## config.mk

```make
export PLATFORM = sky130hd
export DESIGN_NAME = fifo_rd_stream_flat
export DESIGN_NICKNAME = d
export VERILOG_FILES = /design/src/rtl/fifo_rd_stream_if.sv /design/src/rtl/fifo_rd_stream.sv /design/src/flat_wrapper.sv
export SDC_FILE = /design/constraint.sdc
export NUM_CORES = 1
export LEC_CHECK = 0
export CORE_ASPECT_RATIO = 0.6
export CORE_MARGIN = 8
export CORE_UTILIZATION = 35
export CTS_CLUSTER_DIAMETER = 40
export DETAILED_ROUTE_END_ITERATION = 6
export DONT_BUFFER_PORTS = 1
export GPL_TIMING_DRIVEN = 0
export PLACE_DENSITY_LB_ADDON = 0.2
export SYNTH_ARGS = -nofsm -noshare
export SYNTH_HDL_FRONTEND = slang
export SYNTH_SLANG_ARGS = --single-unit
```

## constraint.sdc

```tcl
create_clock -name rd_clk -period 2.4 [get_ports rd_clk]
set_input_delay 0.48 -clock rd_clk [delete_from_list [all_inputs] [get_ports rd_clk]]
set_output_delay 0.48 -clock rd_clk [all_outputs]
set_load 0.03 [all_outputs]
```

## src/rtl/fifo_rd_stream_if.sv

```systemverilog
// rtl/fifo_rd_stream_if.sv - FIFO read-side and stream handshake bundle for fifo_rd_stream
interface fifo_rd_stream_if #(
  parameter int DATASIZE = 4
);
  logic                fifo_empty;
  logic                fifo_rd_en;
  logic [DATASIZE-1:0] fifo_data;
  logic                m_valid;
  logic                m_ready;
  logic [DATASIZE-1:0] m_data;
  logic [1:0]          level;
  logic [15:0]         xfer_cnt;

  modport master (
    input  fifo_empty, fifo_data, m_ready,
    output fifo_rd_en, m_valid, m_data, level, xfer_cnt
  );

  modport slave (
    output fifo_empty, fifo_data, m_ready,
    input  fifo_rd_en, m_valid, m_data, level, xfer_cnt
  );
endinterface

```

## src/rtl/fifo_rd_stream.sv

```systemverilog
// rtl/fifo_rd_stream.sv - FIFO read port to valid/ready stream with 2-entry skid buffer
module fifo_rd_stream #(
  parameter int DATASIZE = 4
) (
  input  logic              rd_clk,
  input  logic              rd_rst,
  fifo_rd_stream_if.master  bus
);

  // State encodes the buffered entry count directly so level is the state value.
  typedef enum logic [1:0] {
    EMPTY = 2'd0,
    ONE   = 2'd1,
    TWO   = 2'd2
  } state_t;

  state_t              state;
  state_t              state_next;
  logic                pend;
  logic [DATASIZE-1:0] slot0;
  logic [DATASIZE-1:0] slot1;
  logic [DATASIZE-1:0] slot0_next;
  logic [DATASIZE-1:0] slot1_next;
  logic [15:0]         xfer_cnt_q;
  logic                pop;
  logic                push;
  logic                rd_en;
  logic [2:0]          occ;

  assign pop  = bus.m_valid & bus.m_ready;
  assign push = pend;

  // Occupancy after this edge, counting the read already in flight; never negative since pop needs count >= 1.
  assign occ   = {1'b0, state} + {2'b00, pend} - {2'b00, pop};
  assign rd_en = ~rd_rst & ~bus.fifo_empty & (occ < 3'd2);

  always_comb begin
    state_next = state;
    case (state)
      EMPTY: if (push) state_next = ONE;
      ONE: begin
        if (push && !pop)      state_next = TWO;
        else if (!push && pop) state_next = EMPTY;
      end
      TWO:   if (pop && !push) state_next = ONE;
      default: state_next = EMPTY;
    endcase
  end

  always_comb begin
    slot0_next = slot0;
    slot1_next = slot1;
    if (pop && state == TWO) slot0_next = slot1;
    // Arriving data lands in the head only when the head is free after this pop.
    if (push) begin
      if (state == EMPTY || (state == ONE && pop)) slot0_next = bus.fifo_data;
      else                                         slot1_next = bus.fifo_data;
    end
  end

  always_ff @(posedge rd_clk or posedge rd_rst) begin
    if (rd_rst) begin
      state      <= EMPTY;
      pend       <= 1'b0;
      slot0      <= '0;
      slot1      <= '0;
      xfer_cnt_q <= 16'd0;
    end else begin
      state <= state_next;
      pend  <= rd_en;
      slot0 <= slot0_next;
      slot1 <= slot1_next;
      if (pop) xfer_cnt_q <= xfer_cnt_q + 16'd1;
    end
  end

  assign bus.fifo_rd_en = rd_en;
  assign bus.m_valid    = (state != EMPTY);
  assign bus.m_data     = slot0;
  assign bus.level      = state;
  assign bus.xfer_cnt   = xfer_cnt_q;

endmodule
```

## src/flat_wrapper.sv

```systemverilog
// flat-port wrapper written by rule: the top's interface ports become plain ports
module fifo_rd_stream_flat 
#(
  parameter int DATASIZE = 4
)
  (rd_clk, rd_rst, bus_fifo_empty, bus_fifo_data, bus_m_ready, bus_fifo_rd_en, bus_m_valid, bus_m_data, bus_level, bus_xfer_cnt);
  fifo_rd_stream_if #(.DATASIZE(DATASIZE)) bus_i ();
  input  logic rd_clk;
  input  logic rd_rst;
  input wire logic [$bits(bus_i.fifo_empty)-1:0] bus_fifo_empty;
  input wire logic [$bits(bus_i.fifo_data)-1:0] bus_fifo_data;
  input wire logic [$bits(bus_i.m_ready)-1:0] bus_m_ready;
  output wire logic [$bits(bus_i.fifo_rd_en)-1:0] bus_fifo_rd_en;
  output wire logic [$bits(bus_i.m_valid)-1:0] bus_m_valid;
  output wire logic [$bits(bus_i.m_data)-1:0] bus_m_data;
  output wire logic [$bits(bus_i.level)-1:0] bus_level;
  output wire logic [$bits(bus_i.xfer_cnt)-1:0] bus_xfer_cnt;
  assign bus_i.fifo_empty = bus_fifo_empty;
  assign bus_i.fifo_data = bus_fifo_data;
  assign bus_i.m_ready = bus_m_ready;
  assign bus_fifo_rd_en = bus_i.fifo_rd_en;
  assign bus_m_valid = bus_i.m_valid;
  assign bus_m_data = bus_i.m_data;
  assign bus_level = bus_i.level;
  assign bus_xfer_cnt = bus_i.xfer_cnt;
  fifo_rd_stream #(.DATASIZE(DATASIZE)) u_core (.rd_clk(rd_clk), .rd_rst(rd_rst), .bus(bus_i));
endmodule
```

Yosys cells after proc, flatten, opt, wreduce, memory -nomap -nowiden. Cells that the tools add are included.

Add/subtract/negate cells: 3. Multipliers: 0. Divide/modulo/power cells: 0. Magnitude comparators: 1. Equal/unequal tests: 5. Shift operators: 0. Multiplexer cells: 8. Bitwise logic cells: 6. Reductions and logical operators: 11.

Operators by type and width (count): $add A16 B1 Y16 const B (1); $mux W4 (3); $mux W2 (4); $pmux W2 S3 (1); $logic_and A1 B1 Y1 (4); $ne A2 B1 Y1 const B (2); $add A2 B1 Y3 (1); $and A1 B1 Y1 (3); $lt A3 B2 Y1 const B (1); $ne A3 B1 Y1 const B (1); $not A1 Y1 (3); $reduce_and A3 Y1 (1); $sub A3 B1 Y3 (1); $eq A2 B1 Y1 const B (1); $eq A2 B2 Y1 const B (1); $logic_not A1 Y1 (2); $logic_not A2 Y1 (1); $reduce_and A2 Y1 (1); $reduce_bool A2 Y1 (1); $logic_or A1 B1 Y1 (1).

Register bits: 27. Bits in latches: 0. Memory bits (writable): 0. ROM bits: 0. Output and inout port bits: 24. Logic and storage cells: 39. Memories: 0.

Logic depth before layout (Yosys ltp). Gate-level depths: netlist (run 1).

Depth after elaboration: 6. Mapped depth: 7.

Least setup slack after synthesis (run 1). No wires, ideal clock.

Path type: reg-to-output. Start: register u_core.state[1] (netlist: u_core.bus.level[1]). End: output port bus_fifo_rd_en. Arrival time: 2.869 ns. Path slack: -0.949 ns. Cell stages (with the launch flop): 8. Cell sequence: dfrtp_1 -> and2b_1 -> nand2_1 -> inv_1 -> o21ai_0 -> fa_1 -> xor2_1 -> nor4b_1.

Word-level cells in the longest chain between the ends: 5.

Ends and longest elaborated chain: start, declared (RTL line fifo_rd_stream.sv:17) `state_t state;`; start signal, assigned (RTL line fifo_rd_stream.sv:69) `state <= state_next;`; parallel branches: the longest is 2 deep, another holds $add A2 B1 Y3; $sub A3 B1 Y3 (*) (RTL line fifo_rd_stream.sv:34) `assign occ = {1'b0, state} + {2'b00, pend} - {2'b00, pop};`; $lt A3 B2 Y1 (*) (RTL line fifo_rd_stream.sv:35) `assign rd_en = ~rd_rst & ~bus.fifo_empty & (occ < 3'd2);`; $and A1 B1 Y1 (*) (RTL line fifo_rd_stream.sv:35); end, declared (RTL line flat_wrapper.sv:13) `output wire logic [$bits(bus_i.fifo_rd_en)-1:0] bus_fifo_rd_en;`.

Mark *: on every way between the ends.

Worst setup path in the final report (run 1).
Start: register u_core.state[0] (netlist: u_core.bus.level[0]). End: output port bus_fifo_rd_en.

Same word-level chain as after synthesis.

==> flow_summary.toml, run 1 <==
[status]
outcome = "finished, violations left"
violations = "setup timing"

[floorplanning]
die_h_microns = 61.8
rows = 16
die_area_sq_um = 5710
start_util = 0.370
fp.dieW_microns = 92.3
core_region_area_sq_um = 3300
io_pins = 32

[final_layout]
finish.instance_area_sq_um = 1390
drive_above_1_share = 0.188
layout_commonest_cell = "dfrtp_1"
final_util = 0.421
most-common-layout-cells = "25 x dfrtp_1, 14 x nand2_1, 13 x xnor2_1"
area_growth_syn_to_layout_pct = 13.7
antenna_cells = 0
nets = 128

[drt]
wl_per_cell_microns = 16.4
drc = 0
first_iter_violations = 36
vias = 812
final_antenna_net_count = 0
via_per_inst = 5.01
firstDrtPassIters = 4
wl_mm = 2.65

[clock_network]
numCtsBuffers = 3
clock_latency_ns = 0.27
cts_root_buffer = "clkbuf_8"
clock_sinks = 27
cts_tree = "built"
cts_hold_repair.buffers = 0
htreeDepth = 1
clockBufferDepth = 2
path_clk_slew_ns = 0.09

[worst_setup_path]
crit_arrival_ns = 2.32
worst-setup-path-type = "reg -> out"
worst-path-buf-inv = 1
critPathTopFamily = "simple AND/OR/NAND/NOR gates"
slowest_delay_ns = 0.55
r2r_slack_ns = 0.19
crit_path_end_kind = "output port"
crit_chain = "and2b_2, nand2_4, inv_4, o21ai_2, fa_2, xor2_2, nor4b_4"
cpMaxStageDelayCell = "nor4b_4"
crit_required_ns = 1.92
crit_fanout = 7
cp-start-kind = "flip-flop"

[sta]
timing.final.crit_share = 1.17
rsz0062_at_grt = "true"
min_period_ns = 2.80
tns_ns = -0.400
slew_violations = 0
slew_headroom = 0.305
clock.fmax_mhz = 357
fin_skew_ns = 0.00247
setup-violations-final = 1
holdWs_ns = 0.308
finalHoldViolCount = 0
worst_pin_slew_ns = 1.04
setup_ws_ns = -0.400

[placed_design]
gp_congestion = 0.789
numPortBuffers = 0
placed_cell_area_sq_um = 1310
hpwl_mm = 1.97

[pwr]
p_leak_nw = 0.626
ir_drop_mv = 0.493
p_total_mw = 1.44
powerDensity_nw_per_um2 = 1030

[logic_synthesis]
synth_seq_cells = 27
yosys_warnings = 0
synth.net_count = 120
syn_area_per_cell_sq_um = 11.1
syn_inst = 110
synth_cell_types = 25
synth_area_sq_um = 1220
ys_seq_area_frac = 0.552

[global_routing]
busiest_layer = "met2"
grt_usage = 0.101
overflow = 0
grtUsageMet1 = 0.132
grt_pass1_wl_mm = 4.44
globalRouteMet3Util = 0.0576
met2_usage = 0.141
grt_max_degree = 28
grt_pass1_vias = 785
antenna_found_initial = 0

[min_path]
hold_class = "in -> reg"

[job]
maxCapViolCount = 0
==> per-stage QoR <==
stage,std cells,worst slack (ns)
after floorplan,110,-0.147
after global placement,155,-0.293
after detailed placement,155,-0.319
after CTS,162,-0.371
after global routing,162,-0.504
final,162,-0.400
==> power breakdown <==
group          total, mW  internal, mW  switching (mW)
clock network      0.256         0.119           0.138
logic              0.319         0.151           0.167
registers          0.863         0.572           0.291
==> sequential cells by signal, summed over array words and instances (netlist names) <==
register	cells
u_core.bus.xfer_cnt	16
u_core.bus.m_data	4
u_core.pend	1
u_core.bus.level	2
u_core.slot1	4
==> worst register-to-register path, cell delays in order, from the launching register on <==
cell and delay [ns]:
dfrtp_2 0.52, and2b_2 0.29, nand2_4 0.06, inv_4 0.06, o21ai_2 0.05, fa_2 0.36, xor2_2 0.17, nor4b_4 0.55
==> routing by layer <==
metal  vias to the layer above  wire (microns)
met3                         2             267
li1                        381               -
met1                       401            1310
met5                         -               0
met4                         0              12
met2                        28            1060
==> logic make-up (layout without fill, tap and decap cells) <==
| kind of cell | Yosys count | in the layout | share of synthesized area |
|---|---|---|---|
| AND/OR/NAND/NOR | 40 | 40 | 0.166 |
| flip-flops | 27 | 27 | 0.552 |
| XOR/XNOR | 16 | 16 | 0.115 |
| AO/OA/AOI/OAI | 11 | 11 | 0.0481 |
| multiplexers | 9 | 9 | 0.0777 |
| buffers and inverters | 5 | 12 | 0.0153 |
| adder cells (fa/ha/maj) | 2 | 2 | 0.0266 |
==> worst paths after layout <==
path,endpoint,startpoint,depth (start not counted)
max,bus_fifo_rd_en,u_core.bus.level[0],7
min,u_core.bus.level[1],bus_m_ready,1
max reg2reg,u_core.pend,u_core.bus.level[0],7
min reg2reg,u_core.slot1[3],u_core.slot1[3],1
max in group asynchronous,u_core.bus.level[1],rd_rst,1
min in group asynchronous,u_core.pend,rd_rst,1
==> final cells by class <==
type | count | area, sq um
Clock buffer | 4 | 45.0
Buffer | 1 | 3.75
Timing Repair Buffer | 3 | 18.8
Inverter | 4 | 17.5
Fill cell | 344 | 1910
Multi-Input combinational cell | 78 | 569
Tap cell | 45 | 56.3
Sequential cell | 27 | 681
==> Yosys cell counts, drive strengths merged <==
cell    number  area share
nor4b        1      0.0072
nor2b        4       0.020
o21ai       10       0.044
nor2         4       0.016
clkbuf       1      0.0031
mux2i        5       0.041
a21oi        1      0.0041
and2         1      0.0051
nand4        5       0.026
fa           1       0.016
dfrtp       27        0.55
and2b        1      0.0061
nor3         2      0.0082
inv          4       0.012
xnor2       13       0.093
and3         1      0.0051
mux2         4       0.037
or2          1      0.0051
ha           1       0.010
xor2         3       0.021
nand3        5       0.020
nand2       15       0.046
==> repair_timing <==
item	in CTS	in global routing
resized for setup	4	1
hold endpoints to repair	0	0
setup endpoints to repair	2	1
pin swaps	3	1
gates cloned	0	0
buffers inserted	3	0
Note: power is estimated with default switching activity, not from simulation.
==> inputs of run 2 (changes only) <==
ABC_AREA = 1   (was not set)
==> flow_summary.toml, run 2 <==
[status]
outcome = "finished, violations left"
violations = "setup timing"

[final_layout]
final_cells = 222
most-common-layout-cells = "46 x nand2_1, 26 x inv_1, 25 x dfrtp_1"
largest_reg_flops = 16
fillCellCount = 369
area_growth_syn_to_layout_pct = 12.4
layout_commonest_cell = "nand2_1"
antenna_cells = 0
drive_above_1_share = 0.114
nets = 186

[worst_setup_path]
worst-setup-path-type = "reg -> out"
slowest_delay_ns = 0.56
crit_path_end_kind = "output port"
r2r-end = "u_core.pend"
r2r_start = "u_core.bus.level[1]"
crit_fanout = 8
r2r_cells = 8
cp-start-kind = "flip-flop"
crit_arrival_ns = 2.24
crit_top_cell = "nand2_2"
cpMaxStageDelayCell = "dfrtp_2"
crit_required_ns = 1.92
crit_chain = "inv_2, nor2_4, nand2_2, inv_4, o21ai_2, fa_1, nand2_2, nor3_4"
r2r_slack_ns = 0.30

[logic_synthesis]
synth.net_count = 177
yosysTopAreaCell = "dfrtp_1"
yosys-top-cells-area = "dfrtp_1 51%, nand2_1 13%, inv_1 7.6%, nor2_1 4.8%, xor2_1 3.9%"
syn_inst = 167
synth_top_area_frac = 0.505
synth_common_cells = "48 x nand2_1, 27 x dfrtp_1, 27 x inv_1"
async_flop_share = 1.00
yosysMostFrequentCell = "nand2_1"
synth_seq_cells = 27
synth_area_sq_um = 1340
synth_cell_types = 18
yosys_warnings = 0
syn_area_per_cell_sq_um = 8.01
synth-main-ff-cell = "dfrtp_1"
ys_seq_area_frac = 0.505
synth_edf_count = 0

[placed_design]
post-place-cells = 214
numPortBuffers = 0
hpwl_mm = 2.31
pre_cts_slack_ns = -0.245
gp_congestion = 0.814

[drt]
wl_per_cell_microns = 13.6
final_antenna_net_count = 0
vias = 1020
wl_mm = 3.02
via_per_inst = 4.59
drc = 0
firstDrtPassIters = 4
first_iter_violations = 53

[floorplanning]
io_pins = 32
fp.dieW_microns = 95.8
rows = 17
start_util = 0.366
die_h_microns = 63.9
die_area_sq_um = 6120
core_region_area_sq_um = 3660

[pwr]
p_leak_nw = 0.774
ir_drop_mv = 0.352
p_total_mw = 1.40
powerDensity_nw_per_um2 = 928

[min_path]
hold_depth = 1
min_to = "u_core.pend"
hold_start = "bus_fifo_empty"
hold_class = "in -> reg"

[job]
maxCapViolCount = 0

[sta]
timing.final.crit_share = 1.13
setup-violations-final = 1
fin_skew_ns = 0.00318
finalHoldViolCount = 0
setup_ws_ns = -0.323
min_period_ns = 2.72
holdWs_ns = 0.300
clock.fmax_mhz = 367
slew_headroom = 0.260
worst_pin_slew_ns = 1.11
rsz0062_at_grt = "true"
slew_violations = 0

[clock_network]
numCtsBuffers = 3
cts_tree = "built"
clockBufferDepth = 2
clock_latency_ns = 0.27
path_clk_slew_ns = 0.09
clock_sinks = 27
cts_root_buffer = "clkbuf_8"
htreeDepth = 1

[global_routing]
grt_usage = 0.108
antenna_found_initial = 0
grt_max_degree = 29
overflow = 0
grt_pass1_wl_mm = 5.31
grt_pass1_vias = 1060
run 2: worst max path at each step:
stage	to	start
CTS	bus_fifo_rd_en	u_core.bus.level[1]
detailed placement	bus_fifo_rd_en	u_core.bus.level[1]
global route	bus_fifo_rd_en	u_core.bus.level[1]
global placement	bus_fifo_rd_en	u_core.bus.level[1]
finish	bus_fifo_rd_en	u_core.bus.level[1]
floorplan	bus_fifo_rd_en	u_core.bus.level[1]
run 2: layout make-up:
class / instances / area, sq um / area share
Timing Repair Buffer: 4 / 30.0 / 0.0200
Inverter: 28 / 108 / 0.0715
Clock buffer: 4 / 45.0 / 0.0300
Multi-Input combinational cell: 112 / 584 / 0.389
Sequential cell: 27 / 678 / 0.451
Tap cell: 47 / 58.8 / 0.0391
run 2: cells by family after synthesis:
| group | after synthesis | share of synthesized area |
|---|---|---|
| adder cells (fa/ha/maj) | 2 | 0.0243 |
| AND/OR/NAND/NOR | 84 | 0.263 |
| flip-flops | 27 | 0.505 |
| AO/OA/AOI/OAI | 16 | 0.0636 |
| XOR/XNOR | 10 | 0.0655 |
| buffers and inverters | 28 | 0.0786 |
run 2: critical path: cells and delay by family, from the launching register on:
family,cells,cell delay [ns]
flops,1,0.56
buf+inv,2,0.17
simple gates,4,0.65
fa+ha+maj,1,0.52
compound gates,1,0.06
run 2: power breakdown:
group          switching, mW  internal (mW)  leakage (nW)
clock network          0.144          0.119        0.0228
registers              0.287          0.572         0.337
logic                  0.167          0.107         0.414
total                  0.598          0.798         0.774
run 2: routing by layer:
metal  GRT usage  part of all wire
met1       0.153              0.51
met2       0.149              0.40
met3      0.0420             0.074
met4      0.0286            0.0089
met5           0                 0
run 2: timing repair:
item                       CTS  global route
resized for setup            4             0
hold buffers                 0             0
setup buffers                4             0
pin swaps                    4             0
setup endpoints to repair    1             1
run 2: through the flow:
stage               cell area [sq um]  utilization  setup TNS, ns
floorplan                        1360            -        -0.0128
global placement                 1420        0.387         -0.198
detailed placement               1420        0.387         -0.245
CTS                              1500        0.411         -0.352
global route                     1500        0.411         -0.488
finish                           1500        0.411         -0.323
